<file path="config.mk">
export PLATFORM = sky130hd
export DESIGN_NAME = lcd_line_writer_flat
export DESIGN_NICKNAME = d
export VERILOG_FILES = /design/src/rtl/lcd_line_writer_if.sv /design/src/rtl/lcd_line_writer.sv /design/src/flat_wrapper.sv
export SDC_FILE = /design/constraint.sdc
export NUM_CORES = 1
export LEC_CHECK = 0
export BUFFER_PORTS_ARGS = -buffer_cell sky130_fd_sc_hd__buf_4
export CORE_AREA = 5 5 163 165
export CTS_CLUSTER_DIAMETER = 100
export DETAILED_ROUTE_END_ITERATION = 8
export DIE_AREA = 0 0 168 170
export GPL_TIMING_DRIVEN = 1
export MAX_ROUTING_LAYER = met4
export PLACE_DENSITY_LB_ADDON = 0.2
export SLEW_MARGIN = 40
export SYNTH_ARGS = -nofsm -noshare
export SYNTH_HDL_FRONTEND = slang
export SYNTH_SLANG_ARGS = --single-unit
</file>
<file path="constraint.sdc">
create_clock -name clk -period 3.8 [get_ports clk]
set_clock_uncertainty 0.2 [all_clocks]
set_input_delay 0.57 -clock clk [delete_from_list [all_inputs] [get_ports clk]]
set_output_delay 0.57 -clock clk [all_outputs]
set_load 0.02 [all_outputs]
</file>
<file path="src/rtl/lcd_line_writer_if.sv">
// Bundle of signals between the text console, the line writer and the LCD pins.
// The writer uses the master view; the console/LCD side uses the slave view.
interface lcd_line_writer_if;
    logic [127:0] line_data;
    logic         refresh;
    logic [7:0]   lcd_data;
    logic         lcd_rs;
    logic         lcd_rw;
    logic         lcd_en;
    logic         busy;
    logic         done;

    modport master (
        input  line_data,
        input  refresh,
        output lcd_data,
        output lcd_rs,
        output lcd_rw,
        output lcd_en,
        output busy,
        output done
    );

    modport slave (
        output line_data,
        output refresh,
        input  lcd_data,
        input  lcd_rs,
        input  lcd_rw,
        input  lcd_en,
        input  busy,
        input  done
    );
endinterface

</file>
<file path="src/rtl/lcd_line_writer.sv">
// HD44780 line writer: runs the power-up init, then rewrites line 1 with a
// 16-character text whenever the text changes or a refresh is requested.
//
// state    | meaning
// ---------+-------------------------------------------------------------
// PWR_WAIT | waiting out the LCD power-up delay after reset
// INIT     | sending 0x38, 0x0C, 0x06, 0x01 (function set .. clear)
// IDLE     | waiting for pending, refresh or a text change
// ADDR     | sending 0x80 (DDRAM address 0, line 1)
// CHAR     | sending the 16 shadowed characters, idx 0..15
//
// Every byte in INIT/ADDR/CHAR goes through SETUP (1 cycle, en low),
// STROBE (EN_HIGH_CYCLES, en high) and HOLD (wait cycles, en low).
// rs/data are loaded on the edge that enters SETUP and are left alone until
// the next byte's SETUP, so they are stable for the whole transfer.
module lcd_line_writer #(
    parameter int unsigned POWERUP_CYCLES    = 750000,
    parameter int unsigned EN_HIGH_CYCLES    = 25,
    parameter int unsigned CMD_WAIT_CYCLES   = 2500,
    parameter int unsigned CLEAR_WAIT_CYCLES = 100000
) (
    input  logic               clk,
    input  logic               rst_n,
    lcd_line_writer_if.master  bus
);

    typedef enum logic [2:0] {
        PWR_WAIT,
        INIT,
        IDLE,
        ADDR,
        CHAR
    } state_t;

    typedef enum logic [1:0] {
        PH_SETUP,
        PH_STROBE,
        PH_HOLD
    } phase_t;

    // Terminal counts for the single up-counting timer (all values < 2^20).
    localparam logic [19:0] PWR_TC = 20'(POWERUP_CYCLES - 1);
    localparam logic [19:0] EN_TC  = 20'(EN_HIGH_CYCLES - 1);
    localparam logic [19:0] CMD_TC = 20'(CMD_WAIT_CYCLES - 1);
    localparam logic [19:0] CLR_TC = 20'(CLEAR_WAIT_CYCLES - 1);

    state_t        state;
    phase_t        phase;
    logic [19:0]   timer;
    logic [3:0]    idx;
    logic [127:0]  shadow;
    logic          pending;
    logic [7:0]    lcd_data_q;
    logic          lcd_rs_q;
    logic          lcd_en_q;
    logic          busy_q;
    logic          done_q;
    logic [19:0]   hold_tc;

    // Init command table, indexed by the low bits of idx while in INIT.
    function automatic logic [7:0] init_cmd(input logic [1:0] i);
        logic [7:0] c;
        case (i)
            2'd0:    c = 8'h38;
            2'd1:    c = 8'h0C;
            2'd2:    c = 8'h06;
            default: c = 8'h01;
        endcase
        return c;
    endfunction

    // Character k of a line (k = 0 is leftmost); NUL is shown as a space.
    function automatic logic [7:0] char_at(input logic [127:0] s, input logic [3:0] k);
        logic [127:0] t;
        t = s << {k, 3'b000};
        return (t[127:120] == 8'h00) ? 8'h20 : t[127:120];
    endfunction

    // Only the clear command needs the long post-strobe wait; a data byte
    // of 0x01 (rs=1) is an ordinary character.
    assign hold_tc = (!lcd_rs_q && lcd_data_q == 8'h01) ? CLR_TC : CMD_TC;

    // Sequencer: state, byte phase, timer, text shadow and registered pins.
    always_ff @(posedge clk) begin
        if (!rst_n) begin
            state      <= PWR_WAIT;
            phase      <= PH_SETUP;
            timer      <= '0;
            idx        <= '0;
            shadow     <= {16{8'h20}};
            pending    <= 1'b0;
            lcd_data_q <= 8'h00;
            lcd_rs_q   <= 1'b0;
            lcd_en_q   <= 1'b0;
            busy_q     <= 1'b1;
            done_q     <= 1'b0;
        end else begin
            done_q <= 1'b0;

            // Refresh requests seen while busy are merged into one later update.
            if (bus.refresh && state != IDLE) begin
                pending <= 1'b1;
            end

            case (state)
                PWR_WAIT: begin
                    if (timer == PWR_TC) begin
                        timer      <= '0;
                        state      <= INIT;
                        phase      <= PH_SETUP;
                        idx        <= '0;
                        lcd_data_q <= init_cmd(2'd0);
                        lcd_rs_q   <= 1'b0;
                    end else begin
                        timer <= timer + 20'd1;
                    end
                end

                IDLE: begin
                    if (pending || bus.refresh || bus.line_data != shadow) begin
                        shadow     <= bus.line_data;
                        pending    <= 1'b0;
                        state      <= ADDR;
                        phase      <= PH_SETUP;
                        timer      <= '0;
                        idx        <= '0;
                        lcd_data_q <= 8'h80;
                        lcd_rs_q   <= 1'b0;
                        busy_q     <= 1'b1;
                    end
                end

                default: begin
                    case (phase)
                        PH_SETUP: begin
                            phase    <= PH_STROBE;
                            lcd_en_q <= 1'b1;
                            timer    <= '0;
                        end

                        PH_STROBE: begin
                            if (timer == EN_TC) begin
                                phase    <= PH_HOLD;
                                lcd_en_q <= 1'b0;
                                timer    <= '0;
                            end else begin
                                timer <= timer + 20'd1;
                            end
                        end

                        PH_HOLD: begin
                            if (timer == hold_tc) begin
                                timer <= '0;
                                phase <= PH_SETUP;
                                case (state)
                                    INIT: begin
                                        if (idx == 4'd3) begin
                                            state   <= IDLE;
                                            pending <= 1'b1;
                                            idx     <= '0;
                                            busy_q  <= 1'b0;
                                        end else begin
                                            idx        <= idx + 4'd1;
                                            lcd_data_q <= init_cmd(idx[1:0] + 2'd1);
                                            lcd_rs_q   <= 1'b0;
                                        end
                                    end

                                    ADDR: begin
                                        state      <= CHAR;
                                        idx        <= '0;
                                        lcd_data_q <= char_at(shadow, 4'd0);
                                        lcd_rs_q   <= 1'b1;
                                    end

                                    CHAR: begin
                                        if (idx == 4'd15) begin
                                            state  <= IDLE;
                                            idx    <= '0;
                                            done_q <= 1'b1;
                                            busy_q <= 1'b0;
                                        end else begin
                                            idx        <= idx + 4'd1;
                                            lcd_data_q <= char_at(shadow, idx + 4'd1);
                                            lcd_rs_q   <= 1'b1;
                                        end
                                    end

                                    default: state <= IDLE;
                                endcase
                            end else begin
                                timer <= timer + 20'd1;
                            end
                        end

                        default: phase <= PH_SETUP;
                    endcase
                end
            endcase
        end
    end

    assign bus.lcd_data = lcd_data_q;
    assign bus.lcd_rs   = lcd_rs_q;
    assign bus.lcd_rw   = 1'b0;
    assign bus.lcd_en   = lcd_en_q;
    assign bus.busy     = busy_q;
    assign bus.done     = done_q;

endmodule

</file>
<file path="src/flat_wrapper.sv">
// flat-port wrapper written by rule: the top's interface ports become plain ports
module lcd_line_writer_flat 
#(
    parameter int unsigned POWERUP_CYCLES    = 750000,
    parameter int unsigned EN_HIGH_CYCLES    = 25,
    parameter int unsigned CMD_WAIT_CYCLES   = 2500,
    parameter int unsigned CLEAR_WAIT_CYCLES = 100000
)
  (clk, rst_n, bus_line_data, bus_refresh, bus_lcd_data, bus_lcd_rs, bus_lcd_rw, bus_lcd_en, bus_busy, bus_done);
  lcd_line_writer_if bus_i ();
  input  logic clk;
  input  logic rst_n;
  input wire logic [$bits(bus_i.line_data)-1:0] bus_line_data;
  input wire logic [$bits(bus_i.refresh)-1:0] bus_refresh;
  output wire logic [$bits(bus_i.lcd_data)-1:0] bus_lcd_data;
  output wire logic [$bits(bus_i.lcd_rs)-1:0] bus_lcd_rs;
  output wire logic [$bits(bus_i.lcd_rw)-1:0] bus_lcd_rw;
  output wire logic [$bits(bus_i.lcd_en)-1:0] bus_lcd_en;
  output wire logic [$bits(bus_i.busy)-1:0] bus_busy;
  output wire logic [$bits(bus_i.done)-1:0] bus_done;
  assign bus_i.line_data = bus_line_data;
  assign bus_i.refresh = bus_refresh;
  assign bus_lcd_data = bus_i.lcd_data;
  assign bus_lcd_rs = bus_i.lcd_rs;
  assign bus_lcd_rw = bus_i.lcd_rw;
  assign bus_lcd_en = bus_i.lcd_en;
  assign bus_busy = bus_i.busy;
  assign bus_done = bus_i.done;
  lcd_line_writer #(.POWERUP_CYCLES(POWERUP_CYCLES), .EN_HIGH_CYCLES(EN_HIGH_CYCLES), .CMD_WAIT_CYCLES(CMD_WAIT_CYCLES), .CLEAR_WAIT_CYCLES(CLEAR_WAIT_CYCLES)) u_core (.clk(clk), .rst_n(rst_n), .bus(bus_i));
endmodule
</file>
=== Word level (Yosys, flattened, before mapping) ===
Cells that the tools add are included.

* Output and inout port bits: 13
* Input bits: 131
* Logic and storage cells: 141
* Register bits after elaboration: 170

* Add/subtract/negate cells: 3
* Shift-type cells: 1
* Equal/unequal tests: 27
* Bitwise gates (word level): 6
* Muxes and demuxes: 65
* Reductions and logical operators: 28

{| class="wikitable"
|+ Operator list
! cell !! number
|-
| != test 128 bit || 1
|-
| << shifter 128 x 7 -> 128 bit || 1
|-
| 2-to-1 mux 20 bit || 4
|-
| 2-to-1 mux 8 bit || 8
|-
| one-hot mux 20 bit (3 select lines) || 1
|-
| one-hot mux 20 bit (2 select lines) || 1
|-
| 2-to-1 mux 4 bit || 6
|-
| one-hot mux 8 bit (3 select lines) || 1
|-
| adder 20 x 1 -> 20 bit, second input constant || 1
|-
| == test 20 bit || 1
|-
| == test 20 bit, second input constant || 1
|-
| == test 20 x 5 -> 1 bit, second input constant || 1
|-
| 2-to-1 mux 1 bit || 19
|-
| 2-to-1 mux 3 bit || 6
|-
| one-hot mux 6 bit (3 select lines) || 1
|-
| 2-to-1 mux 17 bit || 1
|-
| zero test 8 bit || 2
|-
| one-hot mux 8 bit (2 select lines) || 1
|-
| AND reduction 7 bit || 2
|-
| != test 4 x 1 -> 1 bit, second input constant || 3
|-
| one-hot mux 4 bit (3 select lines) || 1
|-
| one-hot mux 1 bit (2 select lines) || 5
|-
| nonzero test 5 bit || 2
|-
| one-hot mux 3 bit (3 select lines) || 1
|-
| 36 further kinds || 59
|}

=== Logic depth before layout (Yosys ltp) ===
Gate-level depths: netlist of run 1.

* Word-level depth: 9
* Mapped depth: 12
* Gate-level depth less buffers: 9

=== Worst setup path before layout of run 1 ===
No wires, ideal clock.

* Kind: register -> register
* Start: reg u_core.idx[0]
* End: reg u_core.lcd_data_q[5] (netlist: u_core.bus.lcd_data[5])
* Setup time: 0.086 ns
* Data required time: 3.514 ns
* Path slack: 0.076 ns
* Path buffers: 4
* Cell stages (with the launch flop): 12
* Period minus slack after synthesis: 3.724 ns
* Data arrival time: 3.438 ns
* Cells stage by stage: dfxtp_1 buf_2 buf_1 inv_1 ha_1 clkbuf_1 clkbuf_1 mux4_2 mux4_2 nor4_1 a21oi_1 a211oi_1

* Longest elaborated chain between the ends: 9
* Elaborated cells between the ends (all ways): 20
* Classes of those cells: add/sub (2); eq/ne (6); shift (1); mux (8); reduce/logical (3)

{| class="wikitable"
|+ RTL lines
! element !! RTL line !! text
|-
| start, declared || lcd_line_writer.sv:50 || <nowiki>logic [3:0] idx;</nowiki>
|-
| start signal, assigned || lcd_line_writer.sv:163 || <nowiki>idx <= idx + 4'd1;</nowiki>
|-
| start signal, assigned || lcd_line_writer.sv:183 || <nowiki>idx <= idx + 4'd1;</nowiki>
|-
| adder 4 x 1 -> 4 bit || lcd_line_writer.sv:184 || <nowiki>lcd_data_q <= char_at(shadow, idx + 4'd1);</nowiki>
|-
| << shifter 128 x 7 -> 128 bit || lcd_line_writer.sv:75 || <nowiki>t = s << {k, 3'b000};</nowiki>
|-
| zero test 8 bit || lcd_line_writer.sv:76 || <nowiki>return (t[127:120] == 8'h00) ? 8'h20 : t[127:120];</nowiki>
|-
| 2-to-1 mux 8 bit || lcd_line_writer.sv:76 ||
|-
| 2-to-1 mux 8 bit || lcd_line_writer.sv:177 || <nowiki>if (idx == 4'd15) begin</nowiki>
|-
| one-hot mux 8 bit (3 select lines) || lcd_line_writer.sv:155 || <nowiki>case (state)</nowiki>
|-
| 2-to-1 mux 8 bit || lcd_line_writer.sv:152 || <nowiki>if (timer == hold_tc) begin</nowiki>
|-
| 2-to-1 mux 8 bit || lcd_line_writer.sv:134 || <nowiki>case (phase)</nowiki>
|-
| one-hot mux 8 bit (2 select lines) || lcd_line_writer.sv:105 || <nowiki>case (state)</nowiki>
|-
| end signal, assigned || lcd_line_writer.sv:112 || <nowiki>lcd_data_q <= init_cmd(2'd0);</nowiki>
|-
| end signal, assigned || lcd_line_writer.sv:164 || <nowiki>lcd_data_q <= init_cmd(idx[1:0] + 2'd1);</nowiki>
|-
| end signal, assigned || lcd_line_writer.sv:172 || <nowiki>lcd_data_q <= char_at(shadow, 4'd0);</nowiki>
|-
| end, declared || lcd_line_writer.sv:53 || <nowiki>logic [7:0] lcd_data_q;</nowiki>
|}

Several ways; a longest one is shown, not always the timed one. The select of a mux whose other input is x is not followed.
A chain may end at the register's enable or synchronous reset.

=== Worst setup path in the final report of run 1 ===
* Start: reg u_core.shadow[56]
* End: reg u_core.shadow[98]

* Longest elaborated chain between the ends: 3

{| class="wikitable"
|+ RTL lines
! element !! RTL line !! text
|-
| start, declared || lcd_line_writer.sv:51 || <nowiki>logic [127:0] shadow;</nowiki>
|-
| start signal, assigned || lcd_line_writer.sv:90 || <nowiki>shadow <= {16{8'h20}};</nowiki>
|-
| start signal, assigned || lcd_line_writer.sv:121 || <nowiki>shadow <= bus.line_data;</nowiki>
|-
| != test 128 bit || lcd_line_writer.sv:120 || <nowiki>if (pending || bus.refresh || bus.line_data != shadow) begin</nowiki>
|-
| logical OR 1 bit || lcd_line_writer.sv:120 ||
|-
| AND reduction 2 bit (no source line) || - ||
|}

No other way between the ends.

==> results of run 1 <==
[final cells by class]
| cell class | instances | area, um2 | share of cell area [%] |
|---|---|---|---|
| diodes | 1 | 2.50 | 0.0212 |
| clock buffers | 17 | 425 | 3.61 |
| clock inverters | 15 | 149 | 1.26 |
| inverters | 63 | 239 | 2.03 |
| multi-input cells | 769 | 5830 | 49.5 |
| flip-flops and latches | 170 | 3400 | 28.9 |
| well taps | 330 | 413 | 3.51 |
| repair buffers | 165 | 1310 | 11.2 |
[final timing paths]
check | start | endpoint | slack [ns] | cells after the start
max | u_core.shadow[56] | u_core.shadow[98] | 0.44 | 9
min | bus_line_data[53] | u_core.shadow[53] | 0.16 | 3
max reg2reg | u_core.shadow[56] | u_core.shadow[98] | 0.44 | 9
min reg2reg | u_core.bus.lcd_data[4] | u_core.bus.lcd_data[4] | 0.28 | 2
[placed cells by master, fill, tap and decap left out, types with 6 or more instances in the layout]
| master | instances |
|---|---|
| dfxtp_1 | 169 |
| buf_4 | 159 |
| nor2_1 | 138 |
| mux2i_1 | 129 |
| inv_1 | 61 |
| nand2_1 | 61 |
| xnor2_1 | 59 |
| mux4_2 | 40 |
| a21oi_1 | 33 |
| nand4_1 | 30 |
| nand3_1 | 30 |
| o21ai_0 | 28 |
| xor2_1 | 23 |
| nor4_1 | 21 |
| o22ai_1 | 19 |
| clkbuf_16 | 17 |
| nor3_1 | 12 |
| nand2b_1 | 11 |
| nor2b_1 | 10 |
| o211ai_1 | 10 |
| o2bb2ai_1 | 9 |
| a22o_1 | 9 |
| or3_1 | 9 |
| ha_1 | 9 |
| inv_6 | 9 |
| and3_1 | 7 |
| a211oi_1 | 7 |
| buf_12 | 6 |
[power breakdown]
part | leakage [nW] | internal [mW] | switching [mW]
logic | 2.53 | 0.241 | 0.292
registers | 1.37 | 1.81 | 0.0301
clock network | 0.284 | 0.929 | 0.823
total | 4.18 | 2.98 | 1.15
[cell families (layout without fill, tap and decap cells)]
group           Yosys count  count (layout)
fa+ha+maj                 9               9
compound gates          150             150
xor+xnor                 82              82
buf+inv                 126             260
flops                   170             170
other cells               1               2
simple gates            358             358
mux                     169             169
[tightest hold or removal path, cell delays in order]
cell,delay (ns)
buf_4,0.08
mux2i_1,0.05
nand2_1,0.06
[flip-flops by register name, summed over array words and instances, names as in the netlist]
| register | count |
|---|---|
| u_core.bus.busy | 1 |
| u_core.bus.done | 1 |
| u_core.bus.lcd_data | 8 |
| u_core.bus.lcd_en | 1 |
| u_core.bus.lcd_rs | 1 |
| u_core.idx | 4 |
| u_core.pending | 1 |
| u_core.phase | 2 |
| u_core.shadow | 128 |
| u_core.state | 3 |
| u_core.timer | 20 |
[stage by stage]
stage | instances | area, um2 | hold slack (ns)
5_1_grt | 1529 | 11800 | 0.167
3_3_place_gp | 1497 | 11200 | 0.268
2_1_floorplan | 1065 | 9750 | 0.251
4_1_cts | 1529 | 11800 | 0.151
3_5_place_dp | 1497 | 11200 | 0.270
6_report | 1530 | 11800 | 0.163
[synth_stat cells, drive strengths merged, types with 18 or more instances]
library cell | instances | share of area, %
a21oi | 34 | 1.7
nand3 | 30 | 1.5
clkbuf | 43 | 1.7
mux4 | 40 | 9.2
mux2i | 129 | 13
nor2 | 139 | 5.5
nand2 | 61 | 2.3
xnor2 | 59 | 5.3
o22ai | 19 | 1.2
xor2 | 23 | 2.1
inv | 62 | 2.4
dfxtp | 170 | 35
nand4 | 30 | 1.9
o21ai | 29 | 1.5
buf | 18 | 1.2
nor4 | 26 | 2.0
[per-layer routing]
metal / global-route usage, % / wire length [um]
met4: 4.38 / 327
met1: 32.0 / 14900
met5: - / 0
met3: 3.58 / 1820
met2: 35.7 / 15100
==> impl_summary.md, run 1 <==
Outcome
The flow ran to the end, and the final reports show no timing, DRC or antenna violations.

Setup path
The endpoint type of the worst setup path is a flip-flop. The classification of the worst setup path is flip-flop to flip-flop. The critical path's largest stage delay is between 0.5 and 0.6 ns. The data arrival time of the critical path is 3.46 ns. The critical path goes through nor2b_1, a2111o_1, a2111oi_0, nand4_1, nor3_1, a21oi_4, buf_12, mux2i_1, nor2_1. The critical path buffer and inverter count is 1.

The slowest stage of the critical path is the a2111oi_0 cell. Among cell families on the critical path, the largest total delay comes from compound AO/OA/AOI/OAI gates. The critical path data required time is between 3 and 4 ns. STA classifies the critical path startpoint as a flip-flop. Of all nets on the critical path, the largest fanout is 54.

Synth
Summing the areas of all and, or, nand and nor instances in the mapped netlist gives between 15 and 20% of the synthesized area. The number of distinct library cells after synthesis is 63. The summed instance area of the synthesized netlist is ~0.0097 mm2. The dominant combinational cell family by area after synthesis is multiplexers. The post-synthesis sequential element count is 170. The compound-gate portion of the synthesized area is between 10% and 20%. The number of flops mapped to enable cells by yosys is 0. The average instance in the mapped netlist occupies ~9.2 um2. The number of nets produced by synthesis is roughly 1200. The mux cell area share after synthesis is 22.5%. The share of the synthesized netlist area taken by xor and xnor gates is 7.37%. For this run, the number of Yosys warnings is 0. Summing the areas of all fa, ha and maj instances in the mapped netlist gives 1.16% of the synthesized area. After technology mapping, the gate count stands at between 1000 and 1500. After synthesis, the share of flip-flops with an asynchronous set or reset is 0%.

After synthesis, flip-flops and latches occupy a little over a third of the total area. The most used flip-flop cell after synthesis is dfxtp_1.

STA
The transition time at the pin with the least slew margin is around 0.8 ns. Static timing analysis puts the maximum clock frequency at between 200 and 300 MHz. In the final timing run, aggregate negative setup slack is 0 ns.

The number of pins exceeding their max-slew limit in the final report is 0. The hold violation count in the final report is 0. The count of endpoints failing setup in the final report is 0. The worst pin sits at a relative slew slack of 46.4%. Setup repair after global routing left no endpoint under its margin. Setup slack closes at between 0.4 and 0.5 ns.

Of the available clock period, the critical path in the final layout requires between 80% and 90%. The clock period minus final worst setup slack is approximately 3.4 ns.

Clock network
After clock tree synthesis, the clock-pin slew on the worst setup and hold paths is approximately 0.07 ns. For the worst-skew pair, the clock arrives at the later sink with an insertion delay of 0.43 ns. Gates resized during post-CTS repair numbered 0.

TritonCTS built the clock tree. The largest buffer count on any clock path is 2. The number of sinks driven by the clock tree is 170.

The H-tree generated during clock tree synthesis spans 4 levels. Counting the buffers created by CTS gives 17. The total setup buffers inserted after CTS is 0. In this run, post-CTS hold repair placed 0 buffers. The clock root buffer is clkbuf_16.

Global route
The wire length of the first global-routing pass is 48.8 mm. The number of antenna violations at the first check in global routing is 0. Global routing finished with a remaining overflow of 0. The global routing usage summed across all routing layers is between 20% and 30%.

The pin count of the biggest net entering global routing is 101. The via count of the first global-routing pass was 8053.

Floorplanning
The area of the die is approximately 0.029 mm2. The die span in x is between 150 and 200 um. In this run the count of I/O pins placed on the die edge is around 140.

The area inside the core boundary is 0.0249 mm2. The chip height is roughly 170 um. The initial core utilization is between 30% and 40%.

The number of standard-cell rows in the floorplan is 58.

Finish
For this run, the post-layout net count is 1326. Cells fill 47.3% of the core in the end. The share of layout cells above drive strength 1 is between 20% and 30%. The area growth from synthesis to layout is 20.8%.

The layout has approximately 2400 filler cells.

Placement
Routability-driven placement finished with a final weighted congestion of between 0.9 and 1. The number of buffer cells added on primary ports is 142. Prior to clock tree synthesis, the placed netlist has a worst setup slack of about 0.22 ns. The HPWL reported at the end of detailed placement is ~25 mm.

Pwr
The analysis attributes to cell leakage a power of between 4 and 5 nW. In this run the power density over the cells is 350 mW/mm2. The worst ir drop on vdd is 0.000248 V. The power consumption is about 4.1 mW.

Run
The tool flagged a number of max-cap violations equal to 0.

Worst hold path
The kind of path behind the tightest hold check is input pin to flip-flop.

Detailed routing
Dividing the detail-routed wire length by the instance count gives around 21 um. Using the TritonRoute via totals, the vias-per-cell ratio works out to 5.57. The remaining antenna violation count is 0.

The first detailed-routing pass took 5 iterations. After detailed routing, the number of remaining DRC violations is 0. The vias after detailed routing is 8521.

Summed over all layers, the routed wires come to approximately 32 mm. The number of design-rule violations left by the first detailed-router iteration is 706.
(Power assumes the default switching activity.)
==> inputs of run 2 (changes only) <==
- CORE_AREA: 5 5 163 165 -> 5 5 143 145
- CTS_CLUSTER_SIZE: default -> 14
- DIE_AREA: 0 0 168 170 -> 0 0 148 150
==> run 2 against run 1 <==
Compared with the run above:
- count of clock-buffer cells in the layout grew 1
- largest power group unchanged
- critical path type unchanged
- sequential power is essentially flat
- routed wire length is 6.2% lower
- design area is 1.3% lower
- combinational power is 1% lower
- worst hold slack worse by 0.012 ns
- global-route usage up 5.4 points
- flip-flop and latch count is the same
- die area fell by 22%
- critical endpoint is now u_core.timer[13]
- power rose by 0.34%
==> impl_summary.md, run 2 (synthesis gave the netlist of run 1 again) <==
Floorplanning
The area inside the core boundary is 0.0191 mm2 (was 0.0249 mm2). The top-level I/O count is 144 (unchanged). The number of standard-cell rows in the floorplan came to 51 (was 58).

The initial core utilization is 51.1% (was 39.2%). The die span in x was 148 um (was 168 um). The area of the die is 0.0222 mm2 (was 0.0286 mm2).

The chip height is 150 um (was 170 um).

Finish
The area taken by multi-input logic gates came to 0.00583 mm2 (about the same). Most frequent cells in the layout: 169 x dfxtp_1, 160 x buf_4, 138 x nor2_1, 129 x mux2i_1 (was 169 x dfxtp_1, 159 x buf_4, 138 x nor2_1, 129 x mux2i_1). The storage element area is 0.00340 mm2 (unchanged).

The most flop-heavy register is u_core.shadow (unchanged). The number of filler cells placed in the layout is 1643 (was 2389). The number of flip-flops in the largest register is 128 (unchanged). The share of layout cells above drive strength 1 is 21.1% (about the same). The number of inserted diodes is 0 (was 1).

The commonest non-fill, non-tap cell in the layout is dfxtp_1 (unchanged). The synthesis-to-layout area growth is 19.2% (was 20.8%). The utilization of the core after routing is 60.9% (was 47.3%). The number of nets in the final layout was 1324 (was 1326).

STA
The final total negative setup slack was 0 ns (unchanged). The post-route clock period utilization came to 92.2% (was 88.3%). The clock period minus final worst setup slack is 3.50 ns (was 3.36 ns).

The hold violation count in the final report is 0 (unchanged). The maximum operating frequency is 285 MHz (was 298 MHz). The worst hold slack after final layout was 0.151 ns (was 0.163 ns). Setup repair after global routing missed its margin: no (unchanged). The count of endpoints failing setup in the final report is 0 (unchanged). The transition time at the pin with the least slew margin is 0.725 ns (was 0.798 ns). The headroom to the max-slew limit is 51.3% (was 46.4%). The number of pins exceeding their max-slew limit in the final report came to 0 (unchanged).

Detailed routing
The number of design-rule violations left by the first detailed-router iteration came to 770 (was 706). The remaining antenna violation count is 0 (unchanged). The routed length per placed instance is 21.0 um (about the same). The sum of routed wire segments on met1 was 13.1 mm (was 14.9 mm).

The number of detailed-routing iterations run before antenna repair is 5 (unchanged). The final routed wirelength across all metal layers was 30.2 mm (was 32.2 mm). The routed length on met3 was 2.24 mm (was 1.82 mm). The highest metal layer with signal wires is met4 (unchanged). The average vias per placed instance is 5.98 (was 5.57). The residual DRC count is 0 (unchanged).

The sum of met2 wire segment lengths after detailed routing came to 13.9 mm (was 15.1 mm). The vias after detailed routing is 8583 (was 8521).

Global route
The via count of the first global-routing pass is 8345 (was 8053). The wire length of the first global-routing pass came to 46.8 mm (was 48.8 mm). The pin count of the biggest net entering global routing was 62 (was 101).

The overall overflow remaining after global route is 0 (unchanged). The number of antenna violations at the first check in global routing came to 0 (unchanged). The global routing usage summed across all routing layers is 28.3% (was 22.9%).

Placement
The final weighted congestion in routability-driven placement came to 0.978 (was 0.915). The number of buffer cells added on primary ports is 142 (unchanged). The HPWL reported at the end of detailed placement is 23.2 mm (was 24.7 mm).

Pwr
The worst ir drop on vdd is 0.000298 V (was 0.000248 V). The cell area power density came to 356 mW/mm2 (was 350 mW/mm2). The cell leakage power is 4.17 nW (was 4.18 nW).

Clock network
The H-tree depth is 4 (unchanged). The clock root buffer is clkbuf_16 (unchanged). The TritonCTS buffer count is 17 (unchanged). The number of buffers inserted by hold repair at cts was 0 (unchanged). The insertion delay to the later sink of the worst-skew pair is 0.45 ns (was 0.43 ns). The CTS tree is done (unchanged). The post-cts resize count is 0 (unchanged). The clock-pin slew reported for the worst setup and hold paths after clock tree synthesis is 0.08 ns (was 0.07 ns). The total setup buffers inserted after CTS is 0 (unchanged). The largest buffer count on any clock path is 2 (unchanged). The number of sinks driven by the clock tree is 170 (unchanged).

Setup path
Crit path cell chain: nor2b_1, a2111o_1, a2111oi_0, nand4_1, nor4_2, buf_4, nand2_1, a31o_2, a21oi_1 (was nor2b_1, a2111o_1, a2111oi_0, nand4_1, nor3_1, a21oi_4, buf_12, mux2i_1, nor2_1). The startpoint class of the critical path is a flip-flop (unchanged). The critical path data required time was 3.97 ns (was 3.90 ns).

The data arrival time of the critical path is 3.68 ns (was 3.46 ns). The worst-path cell with the longest stage delay is a2111oi_0 (unchanged). The endpoint type of the worst setup path is a flip-flop (unchanged). The classification of the worst setup path is flip-flop to flip-flop (unchanged). The critical path's largest stage delay is 0.60 ns (was 0.58 ns). The largest driver fanout on the critical path came to 15 (was 54).

Worst hold path
The kind of path behind the tightest hold check was input pin to flip-flop (unchanged).

Outcome
Result of the run: completed (unchanged).

Run
The number of maximum-capacitance constraint violations is 0 (unchanged).
-- run 2: cell type report --
| cell class | count | area share [%] |
|---|---|---|
| Tap cell | 238 | 2.56 |
| Clock inverter | 14 | 1.28 |
| Multi-Input combinational cell | 769 | 50.2 |
| Sequential cell | 170 | 29.3 |
| Inverter | 63 | 2.06 |
| Timing Repair Buffer | 163 | 10.9 |
| Clock buffer | 18 | 3.78 |
-- run 2: critical path, delay by kind of cell, from the launching register on --
family | cells | cell delay, ns
AOI/OAI and AO/OA | 4 | 1.45
buffers and inverters | 1 | 0.19
DFF | 1 | 0.49
and+or+nand+nor | 4 | 1.09
-- run 2: power by group --
group,leakage [nW],internal [mW],total (mW),switching (mW)
logic,2.51,0.237,0.526,0.289
clock network,0.285,0.949,1.77,0.825
registers,1.37,1.81,1.83,0.0288
total,4.17,2.99,4.14,1.14
-- run 2: stage by stage --
stage	total power [mW]	setup WS (ns)	cells	area [um2]
finish	4.14	0.295	1435	11600
global route	4.28	0.164	1435	11600
CTS	4.15	0.277	1435	11600
detailed placement	2.40	0.0476	1403	11000
global placement	2.39	0.149	1403	11000
floorplan	2.14	0.0761	1065	9750
-- run 2: metal layers --
layer	global-route usage (%)	vias up
li1	-	4083
met4	9.52	0
met5	-	-
met2	43.5	347
met3	6.30	56
met1	37.1	4097
-- run 2: worst paths after layout --
check / from / endpoint / slack, ns / cells past startpoint
hold reg to reg: u_core.phase[0] / u_core.phase[0] / 0.28 / 2
setup reg to reg: u_core.shadow[56] / u_core.timer[13] / 0.30 / 9
hold / removal: bus_line_data[53] / u_core.shadow[53] / 0.15 / 3
setup / recovery: u_core.shadow[56] / u_core.timer[13] / 0.30 / 9
